--- src/rtl/alu_pkg.sv ---
// Shared decode constants, FSM states and helpers for the ALU execute unit.
// Imported by alu_exec_unit and alu_mul_iter.
package alu_pkg;

   localparam logic [1:0] OP_ADD   = 2'b00;
   localparam logic [1:0] OP_SUB   = 2'b01;
   localparam logic [1:0] OP_RTYPE = 2'b10;
   localparam logic [1:0] OP_ILL   = 2'b11;

   localparam logic [5:0] FN_ADD   = 6'b100000;
   localparam logic [5:0] FN_SUB   = 6'b100010;
   localparam logic [5:0] FN_AND   = 6'b100100;
   localparam logic [5:0] FN_OR    = 6'b100101;
   localparam logic [5:0] FN_NOR   = 6'b100111;
   localparam logic [5:0] FN_SLT   = 6'b101010;
   localparam logic [5:0] FN_SLL   = 6'b000000;
   localparam logic [5:0] FN_SRL   = 6'b000010;
   localparam logic [5:0] FN_MULTU = 6'b011001;
   localparam logic [5:0] FN_MFHI  = 6'b010000;
   localparam logic [5:0] FN_MFLO  = 6'b010010;

   localparam logic [3:0] SEL_AND   = 4'b0000;
   localparam logic [3:0] SEL_OR    = 4'b0001;
   localparam logic [3:0] SEL_ADD   = 4'b0010;
   localparam logic [3:0] SEL_SUB   = 4'b0110;
   localparam logic [3:0] SEL_SLT   = 4'b0111;
   localparam logic [3:0] SEL_SLL   = 4'b1000;
   localparam logic [3:0] SEL_SRL   = 4'b1001;
   localparam logic [3:0] SEL_MULTU = 4'b1010;
   localparam logic [3:0] SEL_MFHI  = 4'b1011;
   localparam logic [3:0] SEL_NOR   = 4'b1100;
   localparam logic [3:0] SEL_MFLO  = 4'b1101;

   typedef enum logic [1:0] {
      IDLE = 2'b00,
      MUL  = 2'b01,
      DONE = 2'b10
   } state_t;

   typedef struct packed {
      logic [3:0] sel;
      logic       ill;
   } dec_t;

   function automatic dec_t decode(
      input logic [1:0] op,
      input logic [5:0] fn,
      input bit         mul_en
   );
      dec_t d;
      d.sel = SEL_AND;
      d.ill = 1'b0;
      unique case (op)
         OP_ADD: d.sel = SEL_ADD;
         OP_SUB: d.sel = SEL_SUB;
         OP_RTYPE: begin
            unique case (fn)
               FN_ADD: d.sel = SEL_ADD;
               FN_SUB: d.sel = SEL_SUB;
               FN_AND: d.sel = SEL_AND;
               FN_OR:  d.sel = SEL_OR;
               FN_NOR: d.sel = SEL_NOR;
               FN_SLT: d.sel = SEL_SLT;
               FN_SLL: d.sel = SEL_SLL;
               FN_SRL: d.sel = SEL_SRL;
               FN_MULTU: begin
                  d.sel = SEL_MULTU;
                  d.ill = !mul_en;
               end
               FN_MFHI: begin
                  d.sel = SEL_MFHI;
                  d.ill = !mul_en;
               end
               FN_MFLO: begin
                  d.sel = SEL_MFLO;
                  d.ill = !mul_en;
               end
               default: d.ill = 1'b1;
            endcase
         end
         default: d.ill = 1'b1;
      endcase
      return d;
   endfunction

endpackage

--- src/rtl/alu_mul_iter.sv ---
// Iterative unsigned shift-add multiplier, one multiplier bit per cycle.
// done is high during the final iteration so the caller can leave MUL then.
module alu_mul_iter
   import alu_pkg::*;
#(
   parameter int DATA_W = 32
) (
   input  logic                  clk,
   input  logic                  rst,
   input  logic                  start,
   input  logic [DATA_W-1:0]     a,
   input  logic [DATA_W-1:0]     b,
   output logic                  busy,
   output logic                  done,
   output logic [2*DATA_W-1:0]   product
);

   localparam int CNT_W = $clog2(DATA_W);

   logic [2*DATA_W-1:0] mcand;
   logic [2*DATA_W-1:0] acc;
   logic [DATA_W-1:0]   mplier;
   logic [CNT_W-1:0]    cnt;

   assign done    = busy && (cnt == CNT_W'(DATA_W - 1));
   assign product = acc;

   always_ff @(posedge clk) begin
      if (rst) begin
         busy   <= 1'b0;
         cnt    <= '0;
         acc    <= '0;
         mcand  <= '0;
         mplier <= '0;
      end else if (start) begin
         mcand  <= {{DATA_W{1'b0}}, a};
         mplier <= b;
         acc    <= '0;
         cnt    <= '0;
         busy   <= 1'b1;
      end else if (busy) begin
         if (mplier[0]) acc <= acc + mcand;
         mcand  <= mcand << 1;
         mplier <= mplier >> 1;
         cnt    <= cnt + 1'b1;
         if (done) busy <= 1'b0;
      end
   end

endmodule

--- src/rtl/alu_exec_unit.sv ---
// Registered ALU execute stage: decode, single-cycle datapath, HI/LO,
// iterative MULTU and a valid/ready result register.
module alu_exec_unit
   import alu_pkg::*;
#(
   parameter int   DATA_W  = 32,
   localparam int  SHAMT_W = $clog2(DATA_W),
   parameter bit   MUL_EN  = 1'b1
) (
   input  logic               clk,
   input  logic               rst,
   input  logic               in_valid,
   output logic               in_ready,
   input  logic [1:0]         alu_op,
   input  logic [5:0]         funct,
   input  logic [SHAMT_W-1:0] shamt,
   input  logic [DATA_W-1:0]  op_a,
   input  logic [DATA_W-1:0]  op_b,
   output logic               out_valid,
   input  logic               out_ready,
   output logic [DATA_W-1:0]  result,
   output logic               zero,
   output logic               illegal
);

   state_t              state;
   state_t              state_nxt;
   dec_t                dec;
   logic [DATA_W-1:0]   hi;
   logic [DATA_W-1:0]   lo;
   logic [DATA_W-1:0]   alu_res;
   logic                fire;
   logic                is_mul;
   logic                mul_start;
   logic                mul_busy;
   logic                mul_done;
   logic [2*DATA_W-1:0] mul_prod;

   assign dec       = decode(alu_op, funct, MUL_EN);
   assign in_ready  = !rst && (state == IDLE) && !mul_busy
                      && (!out_valid || out_ready);
   assign fire      = in_valid && in_ready;
   assign is_mul    = (dec.sel == SEL_MULTU) && !dec.ill;
   assign mul_start = fire && is_mul;

   always_comb begin
      alu_res = '0;
      if (!dec.ill) begin
         unique case (dec.sel)
            SEL_ADD:  alu_res = op_a + op_b;
            SEL_SUB:  alu_res = op_a - op_b;
            SEL_AND:  alu_res = op_a & op_b;
            SEL_OR:   alu_res = op_a | op_b;
            SEL_NOR:  alu_res = ~(op_a | op_b);
            SEL_SLT:  alu_res = {{(DATA_W-1){1'b0}},
                                 $signed(op_a) < $signed(op_b)};
            SEL_SLL:  alu_res = op_b << shamt;
            SEL_SRL:  alu_res = op_b >> shamt;
            SEL_MFHI: alu_res = hi;
            SEL_MFLO: alu_res = lo;
            default:  alu_res = '0;
         endcase
      end
   end

   always_comb begin
      state_nxt = state;
      unique case (state)
         IDLE:    if (mul_start) state_nxt = MUL;
         MUL:     if (mul_done) state_nxt = DONE;
         DONE:    state_nxt = IDLE;
         default: state_nxt = IDLE;
      endcase
   end

   always_ff @(posedge clk) begin
      if (rst) begin
         state     <= IDLE;
         hi        <= '0;
         lo        <= '0;
         out_valid <= 1'b0;
         result    <= '0;
         zero      <= 1'b1;
         illegal   <= 1'b0;
      end else begin
         state <= state_nxt;
         if (out_valid && out_ready) out_valid <= 1'b0;
         // A MULTU was accepted with the output empty, so DONE never collides
         if (state == DONE) begin
            {hi, lo}  <= mul_prod;
            result    <= mul_prod[DATA_W-1:0];
            zero      <= (mul_prod[DATA_W-1:0] == '0);
            illegal   <= 1'b0;
            out_valid <= 1'b1;
         end else if (fire && !is_mul) begin
            result    <= alu_res;
            zero      <= (alu_res == '0);
            illegal   <= dec.ill;
            out_valid <= 1'b1;
         end
      end
   end

   if (MUL_EN) begin : g_mul
      alu_mul_iter #(
         .DATA_W (DATA_W)
      ) u_mul (
         .clk     (clk),
         .rst     (rst),
         .start   (mul_start),
         .a       (op_a),
         .b       (op_b),
         .busy    (mul_busy),
         .done    (mul_done),
         .product (mul_prod)
      );
   end else begin : g_nomul
      assign mul_busy = 1'b0;
      assign mul_done = 1'b0;
      assign mul_prod = '0;
   end

endmodule

--- config.mk ---
export PLATFORM = sky130hd
export DESIGN_NAME = alu_exec_unit
export DESIGN_NICKNAME = d
export VERILOG_FILES = /design/src/rtl/alu_pkg.sv /design/src/rtl/alu_mul_iter.sv /design/src/rtl/alu_exec_unit.sv
export SDC_FILE = /design/constraint.sdc
export NUM_CORES = 1
export LEC_CHECK = 0
export CAP_MARGIN = 30
export CORE_AREA = 2 2 243 245
export CTS_CLUSTER_DIAMETER = 120
export DETAILED_ROUTE_END_ITERATION = 16
export DIE_AREA = 0 0 245 247
export PLACE_DENSITY = 0.66
export SYNTH_ARGS = -nofsm -noshare
export SYNTH_HDL_FRONTEND = slang
export SYNTH_SLANG_ARGS = --single-unit
--- constraint.sdc ---
create_clock -name clk -period 6.35 [get_ports clk]
set_clock_uncertainty 0.2 [all_clocks]
set_input_delay 1.5875 -clock clk [delete_from_list [all_inputs] [get_ports clk]]
set_output_delay 1.5875 -clock clk [all_outputs]
set_load 0.02 [all_outputs]
### Yosys cells after proc, flatten, opt, wreduce, memory -nomap -nowiden

Index checks and enable logic that the tools add are counted.

| word-level totals | value |
|---|---|
| flip-flop bits (word level) | 267 |
| input bits | 81 |

| operators by class | value |
|---|---|
| bitwise logic cells | 3 |
| magnitude comparators | 1 |
| add/subtract/negate cells | 4 |
| equal/unequal tests | 27 |
| shift operators | 2 |
| multiplexer cells | 23 |
| reductions and logical operators | 30 |

Operator list:

| cell | number |
|---|---|
| $pmux 32 s10 | 1 |
| $mux 32 | 7 |
| $add 64x64->64 | 1 |
| $logic_not 32->1 | 2 |
| $pmux 4 s10 | 1 |
| $eq 6x6->1 const B | 6 |
| $add 32x32->32 | 1 |
| $and 32x32->32 | 1 |
| $lt 32x32->1 | 1 |
| $not 32->32 | 1 |
| $or 32x32->32 | 1 |
| $shl 32x5->32 | 1 |
| $shr 32x5->32 | 1 |
| $sub 32x32->32 | 1 |
| $eq 4x4->1 const B | 6 |
| $eq 6x5->1 const B | 3 |
| $pmux 4 s3 | 1 |
| $reduce_or 11->1 | 1 |
| $logic_and 1x1->1 | 9 |
| $mux 1 | 9 |
| $eq 4x3->1 const B | 2 |
| $eq 6x2->1 const B | 1 |
| $logic_not 6->1 | 1 |
| $reduce_or 2->1 | 3 |
| 17 further kinds | 28 |

### Depth between registers and ports, before layout

Gate-level depths: netlist of run 1.

| depth | value |
|---|---|
| depth in word-level cells | 10 |
| depth in mapped cells | 17 |

### By module

Synthesis of run 1 repeated with hierarchy kept, for this count alone.

| unflattened totals | value |
|---|---|
| cell total of the unflattened synthesis | 3177 |
| area total of the unflattened synthesis | 23917.9 µm² |

Modules (own cells, without submodules):

| module | instances | area an instance (µm²) | cells each | seq. area each (µm²) |
|---|---|---|---|---|
| alu_exec_unit | 1 | 13695.6 | 1869 | 2021.9 |
| alu_mul_iter | 1 | 10222.3 | 1308 | 3323.2 |

### Worst setup path after synthesis of run 1

No wires, ideal clock.

| timing | value |
|---|---|
| path type | in2reg |
| from | in op_b[11] |
| to | reg zero |
| required time | 6.054 ns |
| setup time | 0.096 ns |
| stages on the path | 16 |
| path slack | 1.171 ns |
| arrival | 4.884 ns |
| cell sequence | clkbuf_1 > inv_1 > ha_1 > buf_2 > inv_1 > a2111oi_0 > o311ai_0 > o21ai_1 > nor4_1 > nor3_1 > nor2_1 > a21boi_0 > mux2_2 > o21ai_0 > o21ai_0 > o41ai_2 |

| between the ends | value |
|---|---|
| longest elaborated chain between the ends | 7 |
| elaborated cells on any way between the ends | 13 |
| classes of those cells | add/sub (2); order compare (1); shift (2); mux (4); bitwise (3); reduce/logical (1) |

RTL lines:

| item | line | RTL |
|---|---|---|
| start, declared | alu_exec_unit.sv:18 | `input logic [DATA_W-1:0] op_b,` |
| branches (longest 2 deep; another with $sub 32x32->32) | - |  |
| $pmux 32 s10 * | alu_exec_unit.sv:49 | `unique case (dec.sel)` |
| $mux 32 * | alu_exec_unit.sv:48 | `if (!dec.ill) begin` |
| $logic_not 32->1 * | alu_exec_unit.sv:97 | `zero <= (alu_res == '0);` |
| $mux 1 * | alu_exec_unit.sv:95 | `end else if (fire && !is_mul) begin` |
| $mux 1 * | alu_exec_unit.sv:89 | `if (state == DONE) begin` |
| end signal, assigned | alu_exec_unit.sv:92 | `zero <= (mul_prod[DATA_W-1:0] == '0);` |
| end signal, assigned | alu_exec_unit.sv:97 |  |
| end, declared | alu_exec_unit.sv:22 | `output logic zero,` |

Every way passes the cells marked *. The select of a mux whose other input is x is not followed.
A chain may end at the register's enable or synchronous reset.

### Worst setup path in the final report of run 1

| timing | value |
|---|---|
| from | in op_a[1] |
| to | reg zero |

| between the ends | value |
|---|---|
| longest elaborated chain between the ends | 7 |
| elaborated cells on any way between the ends | 11 |
| classes of those cells | add/sub (2); order compare (1); mux (4); bitwise (3); reduce/logical (1) |

RTL lines:

| item | line | RTL |
|---|---|---|
| start, declared | alu_exec_unit.sv:17 | `input logic [DATA_W-1:0] op_a,` |
| branches (longest 2 deep; another with $sub 32x32->32) | - |  |
| $pmux 32 s10 * | alu_exec_unit.sv:49 |  |
| $mux 32 * | alu_exec_unit.sv:48 |  |
| $logic_not 32->1 * | alu_exec_unit.sv:97 |  |
| $mux 1 * | alu_exec_unit.sv:95 |  |
| $mux 1 * | alu_exec_unit.sv:89 |  |

Marks and branches as above.

==> results of run 1 <==
## layout by cell type, fill, tap and decap left out, types with 25 or more instances in the layout
| cell | count |
|---|---|
| nor3b_1 | 54 |
| nor2b_1 | 25 |
| xnor2_1 | 48 |
| a21oi_1 | 303 |
| a221oi_1 | 86 |
| a21o_1 | 45 |
| clkbuf_16 | 34 |
| mux4_2 | 53 |
| mux2i_1 | 85 |
| a211oi_1 | 43 |
| a22oi_1 | 31 |
| buf_4 | 173 |
| nand2_1 | 405 |
| nor3_1 | 41 |
| inv_1 | 124 |
| nor2_1 | 312 |
| a31oi_1 | 42 |
| o21ai_0 | 137 |
| dfxtp_1 | 266 |
| xor2_1 | 38 |
| clkdlybuf4s50_1 | 111 |
| nor4_1 | 27 |
| nand3_1 | 35 |
| ha_1 | 161 |
## synth_stat cells (13+ instances only)
cell / number
nand4_1: 20
and3_1: 20
a221oi_1: 86
xor2_1: 38
nor4_1: 27
buf_2: 26
a22oi_1: 31
a221o_1: 16
o22ai_1: 22
mux4_2: 53
nor2_1: 314
clkbuf_1: 169
o21bai_1: 24
buf_1: 20
a21oi_1: 303
or2_2: 19
nor3b_1: 54
dfxtp_1: 267
o21a_1: 20
a211oi_1: 43
ha_1: 161
and2_1: 19
nand2b_1: 24
a31oi_1: 42
o21ai_0: 137
o31ai_1: 17
inv_1: 124
nand2_1: 406
o211ai_1: 18
nand3_1: 35
nor2b_1: 26
a21o_1: 45
or3_1: 17
mux2i_1: 85
xnor2_1: 48
o211a_1: 13
nor3_1: 43
## per-stage QoR
step	util [%]	hold slack [ns]	total power, mW	area [um^2]	setup slack [ns]
5_1_grt	45.9	0.270	5.03	26800	0.234
3_5_place_dp	44.0	0.250	2.89	25600	0.0523
2_1_floorplan	-	0.234	2.39	23000	1.17
4_1_cts	45.9	0.257	4.88	26800	0.611
3_3_place_gp	44.0	0.245	2.91	25600	0.0887
6_report	45.9	0.254	4.88	26800	0.480
## worst max path at each step
stage | endpoint | slack, ns
floorplan | zero$_SDFFE_PP1P_ | 1.17
CTS | zero$_SDFFE_PP1P_ | 0.61
finish | zero$_SDFFE_PP1P_ | 0.48
global placement | zero$_SDFFE_PP1P_ | 0.09
detailed placement | zero$_SDFFE_PP1P_ | 0.05
global route | zero$_SDFFE_PP1P_ | 0.23
## worst min-delay path: cells and delay by family (launching register included)
kind / cells / cell delay (ns)
simple gates: 1 / 0.05
flops: 1 / 0.30
compound gates: 1 / 0.05
## layer usage
metal,vias up,global-route usage (%),part of all wire (%)
li1,11200,-,-
met3,306,5.18,7.8
met4,8,22.1,7.6
met5,-,0,0.049
met2,1202,50.0,43
met1,11700,43.4,42
## power breakdown
part | switching, mW | internal (mW)
combinational | 0.738 | 0.459
clock | 0.808 | 1.18
sequential | 0.0117 | 1.69
total | 1.56 | 3.33
## cells by family (layout without fill, tap and decap cells)
family	count (synthesis)	count (layout)	synth area share, %
compound gates	933	933	27.0
other cells	0	1	0
fa+ha+maj	164	164	9.04
xor+xnor	86	86	3.28
simple gates	1053	1053	21.1
mux	154	154	10.2
buf+inv	350	483	6.19
flops	267	267	23.3
## sequential cells by signal, indices dropped and copies added, names as in the netlist
signal	cells
g_mul.u_mul.mcand	64
g_mul.u_mul.product	64
g_mul.u_mul.mplier	32
hi	32
lo	32
result	32
g_mul.u_mul.cnt	5
state	2
g_mul.u_mul.busy	1
illegal	1
out_valid	1
zero	1
## layout make-up
type | count | area, um^2 | area share (%)
antenna | 1 | 2.50 | 0.00935
tap | 773 | 967 | 3.61
clock inverter | 13 | 179 | 0.669
sequential | 267 | 5350 | 20.0
clock buffer | 47 | 950 | 3.55
timing repair buffer | 296 | 2600 | 9.70
multi-input combinational | 2390 | 16200 | 60.7
inverter | 127 | 477 | 1.78
==> summary.md, run 1 <==
| Metric | Value |
|---|---|
| Setup total negative slack | 0 ns |
| FMAX | 170 MHz |
| Mean area per synthesized cell | 7.63 um^2 |
| Placed Cells | 3853 |
| Synthesized cell area | 23000 um^2 |
| # port buffers | 116 |
| Number of synthesized flops with an enable pin | 0 |
| Top FF cell, synth | dfxtp_1 |
| Starting Density | 39.4% |
| Hold Startpoint | g_mul.u_mul.mplier[27]$_SDFFE_PP0P_ |
| HP Class | reg2reg |
| Period utilization | 92.4% |
| CP Class | in2reg |
| R2R Setup Slk | 1.54 ns |
| Initial antenna violation count | 4 |
| WL per Instance | 26.1 um |
| CP max-delay cell | clkdlybuf4s50_1 |
| Number of global-route vias before repair | 22.4k |
| Worst slew pin tran | 0.968 ns |
| Via density | 6.25 |
| Layout filler cell count | 5881 |
| Buf+Inv Stages, Crit Path | 2 |
| Clock transition at path regs | 0.06 ns |
| Synthesized instance count | 3007 |
| Iter 0 DRT Violations | 2578 |
| Total wire length | 102000 um |
| Crit Path Max Fanout | 6 |
| RSZ-0062 raised after global routing | no |
| WHS Path Cells | 2 |
| Slowest Stage Delay on Critical Path | 0.72 ns |
| Pwr dens | 183 nW/um^2 |
| First-pass GRT wire length | 149000 um |
| Worst Setup End Kind | flip-flop |
| Std-Cell Core Area | 58200 um^2 |
| P_leak | 10.5 nW |
| Seq/Total Area, Yosys | 23.3% |
| Detail Route Antenna Nets | 0 |
| Synth top area share | 23.3% |
| Final hold violations | 0 |
| Required time of the worst setup path | 6.61 ns |
| Worst R2R End | g_mul.u_mul.product[62]$_SDFFE_PP0P_ |
| Post-synth top area cell | dfxtp_1 |
| Synth warn | 0 |
| DRC violation count after routing | 0 |
| Global Route Usage Sum | 33.0% |
| Outcome | completed |
| Clock latency on the worst-skew pair | 0.56 ns |
| Max Cap Violations | 0 |
| Final min period | 5.87 ns |
| Layout Cells excl Fill | 3914 |
| First-pass DRT Iterations | 5 |
| H-tree depth | 2 |
| Layout net count | 3361 |
| Layout cells sized above 1 | 11.1% |
| Die ar. | 60500 um^2 |
| Worst min-delay path endpoint | g_mul.u_mul.mplier[27]$_SDFFE_PP0P_ |
| FF-to-FF Start | g_mul.u_mul.product[0]$_SDFFE_PP0P_ |
| CTS tree | built |
| Rel. slew slack | 35.4% |
| Endpoints failing setup | 0 |
| CTS root buffer | clkbuf_16 |
| CP delay by family, top | compound AO/OA/AOI/OAI gates |
| Worst EP arrival | 6.13 ns |
| DPL Wire Length | 81100 um |
| Hold-fix buffers, CTS | 0 |
| Synth Register Bits | 267 |
| Worst R2R Path Depth | 15 |
| Post-CTS sizing | 0 |
| Worst vdd ir | 0.000202 V |
| CP Depth | 15 |
| Final Max Slew Viols | 0 |
| Setup Buffers After CTS | 0 |
| Largest net degree at the start of global routing | 84 |
| Clock Tree Buf Depth | 3 |
| Setup crit start | op_a[1] |
| Post-synth ARST share | 0% |
| TritonCTS Buffers | 34 |
| Core Rows | 89 |
| GRT Residual Overflow | 0 |
| Critical Path Start Type | primary input |
| Net Count, Synth | 3252 |
| Clock Sinks | 267 |
| Cells along the critical path | clkdlybuf4s50_1 > inv_1 > ha_1 > a211oi_1 > o211ai_1 > a41oi_1 > o221ai_1 > a31oi_1 > o21bai_1 > a221oi_1 > xor2_1 > o22ai_1 > nor4_1 > nand4b_1 > o41ai_2 |
| Via count | 24.5k |
| Synth cell types | 91 |
| Synth top area cells | dfxtp_1 (23%), ha_1 (8.8%), nand2_1 (6.6%), a21oi_1 (6.6%), mux4_2 (5.2%) |
| Die height | 247 um |
| Chip width | 245 um |
| GPL Wtd Cong | 1.09 |
| Area grow syn2layout | 16.6% |
| Ports | 117 |
Note: power is estimated with default switching activity, not from simulation.
==> inputs of run 2 (changes only) <==
Settings changed: ABC_CLOCK_PERIOD_IN_PS from default to 6350, MAX_ROUTING_LAYER from default to met4.
==> run 2 against run 1 <==
Compared with the run above: highest routed layer is now met4; via count is 0.25% higher; final cell count is 0.69% higher; first-iteration DRC count rose by 3.1%; sequential power about the same; setup slack gained 0.056 ns; critical path depth rose by 5; power down 2.6%; combinational power about the same; non-clock buffer count increased by 26.
==> summary.md, run 2 (synthesis gave the netlist of run 1 again) <==
| Metric | Value |
|---|---|
| Total wire length | 103000 um |
| Final Worst Setup Slack | 0.536 ns |
| Core Rows | 89 |
| Clock Sinks | 267 |
| Period utilization | 91.6% |
| Critical Path Start Type | primary input |
| Commonest cells after routing, fill and taps aside | nand2_1 (405), nor2_1 (312), a21oi_1 (303), dfxtp_1 (266), buf_4 (199) |
| Die height | 247 um |
| Worst Setup End Kind | flip-flop |
| Detail Route Antenna Nets | 0 |
| Chip width | 245 um |
| GPL Wtd Cong | 1.09 |
| DRC violation count after routing | 0 |
| Layout cells sized above 1 | 12.0% |
| Endpoints failing setup | 0 |
| Tot Pwr | 4.75 mW |
| Layout net count | 3384 |
| Setup Buffers After CTS | 0 |
| HP Class | reg2reg |
| Hold-fix buffers, CTS | 0 |
| # port buffers | 116 |
| Ports | 117 |
| Via density | 6.22 |
| Worst vdd ir | 0.000214 V |
| Clock latency on the worst-skew pair | 0.61 ns |
| FMAX | 172 MHz |
| Largest net degree at the start of global routing | 94 |
| First-pass DRT Iterations | 6 |
| Iter 0 DRT Violations | 2658 |
| Final hold violations | 0 |
| RSZ-0062 raised after global routing | no |
| Pwr dens | 177 nW/um^2 |
| CTS root buffer | clkbuf_16 |
| First-pass GRT wire length | 150000 um |
| WL per Instance | 26.2 um |
| Post-CTS sizing | 0 |
| Global Route Usage Sum | 34.1% |
| Starting Density | 39.4% |
| CP Class | in2reg |
| P_leak | 10.6 nW |
| Clock transition at path regs | 0.07 ns |
| Worst R2R Path Depth | 15 |
| DPL Wire Length | 81900 um |
| Std-Cell Core Area | 58200 um^2 |
| Outcome | completed |
| Final Max Slew Viols | 0 |
| GRT Residual Overflow | 0 |
| Crit Path Max Fanout | 5 |
| Clock Tree Buf Depth | 3 |
| TritonCTS Buffers | 31 |
| Number of global-route vias before repair | 22.7k |
| Rel. slew slack | 36.2% |
| WHS Path Cells | 2 |
| Max Cap Violations | 0 |
| CTS tree | built |
| Required time of the worst setup path | 6.67 ns |
| Die ar. | 60500 um^2 |
| Via count | 24.5k |
| Commonest non-fill, non-tap cell in the layout | nand2_1 |
| Worst EP arrival | 6.14 ns |
| Final min period | 5.81 ns |
| Worst slew pin tran | 0.957 ns |
| Initial antenna violation count | 5 |
| Setup total negative slack | 0 ns |
| Area grow syn2layout | 17.0% |
| Pre-CTS setup slack | 0.0426 ns |
| H-tree depth | 1 |
## run 2: changes by cell type in the layout (fill, tap and decap cells not counted), sizes merged
| cell | delta |
|---|---|
| clkinv | +1 |
| buf | +26 |
| clkinvlp | +5 |
| clkbuf | -8 |
| diode | +4 |
| bufinv | -1 |
## run 2: worst paths after layout
check / start / to / slack [ns]
worst max register to register: g_mul.u_mul.product[0]$_SDFFE_PP0P_ / g_mul.u_mul.product[62]$_SDFFE_PP0P_ / 1.54
worst max-delay path: op_a[0] / zero$_SDFFE_PP1P_ / 0.54
worst min-delay path: g_mul.u_mul.mplier[23]$_SDFFE_PP0P_ / g_mul.u_mul.mplier[23]$_SDFFE_PP0P_ / 0.25
worst min register to register: g_mul.u_mul.mplier[23]$_SDFFE_PP0P_ / g_mul.u_mul.mplier[23]$_SDFFE_PP0P_ / 0.25
## run 2: metal layers
metal  share of wire (%)  global-route usage [%]  vias to the layer above
met5                   0                       -                        -
met4                 6.6                    18.8                        0
met3                 8.1                    4.41                      254
met2                  45                    52.6                     1246
met1                  41                    43.4                    11800
li1                    -                       -                    11300
## run 2: final cells by class
type                            count  area, um^2
Antenna cell                        5        12.5
Clock inverter                     18         176
Multi-Input combinational cell   2390       16200
Clock buffer                       39         866
Tap cell                          773         967
Fill cell                        5886       31400
Inverter                          127         477
Timing Repair Buffer              322        2770
Sequential cell                   267        5350
## run 2: stage by stage
stage / util, % / cells / hold slack, ns / area, um^2
final: 46.1 / 3941 / 0.254 / 26900
after CTS: 46.1 / 3936 / 0.255 / 26800
after detailed placement: 44.3 / 3879 / 0.247 / 25800
after global routing: 46.1 / 3941 / 0.286 / 26900
after floorplan: - / 3007 / 0.234 / 23000
after global placement: 44.2 / 3876 / 0.244 / 25800
## run 2: power breakdown
group	switching, mW	internal, mW	total [mW]
clock	0.795	1.05	1.85
combinational	0.741	0.472	1.21
sequential	0.0113	1.69	1.70
## run 2: worst max-delay path, stage by stage
cell	delay, ns
clkdlybuf4s50_1	0.54
inv_1	0.09
ha_1	0.24
inv_1	0.08
fa_1	0.19
nand2b_1	0.08
a221oi_1	0.43
o211a_1	0.30
o21ai_1	0.13
buf_4	0.19
buf_4	0.15
o221ai_1	0.21
mux2i_1	0.27
a31oi_1	0.18
a2111oi_2	0.33
buf_4	0.19
nand4b_1	0.09
nor4_1	0.41
nand4b_1	0.17
o41ai_2	0.28
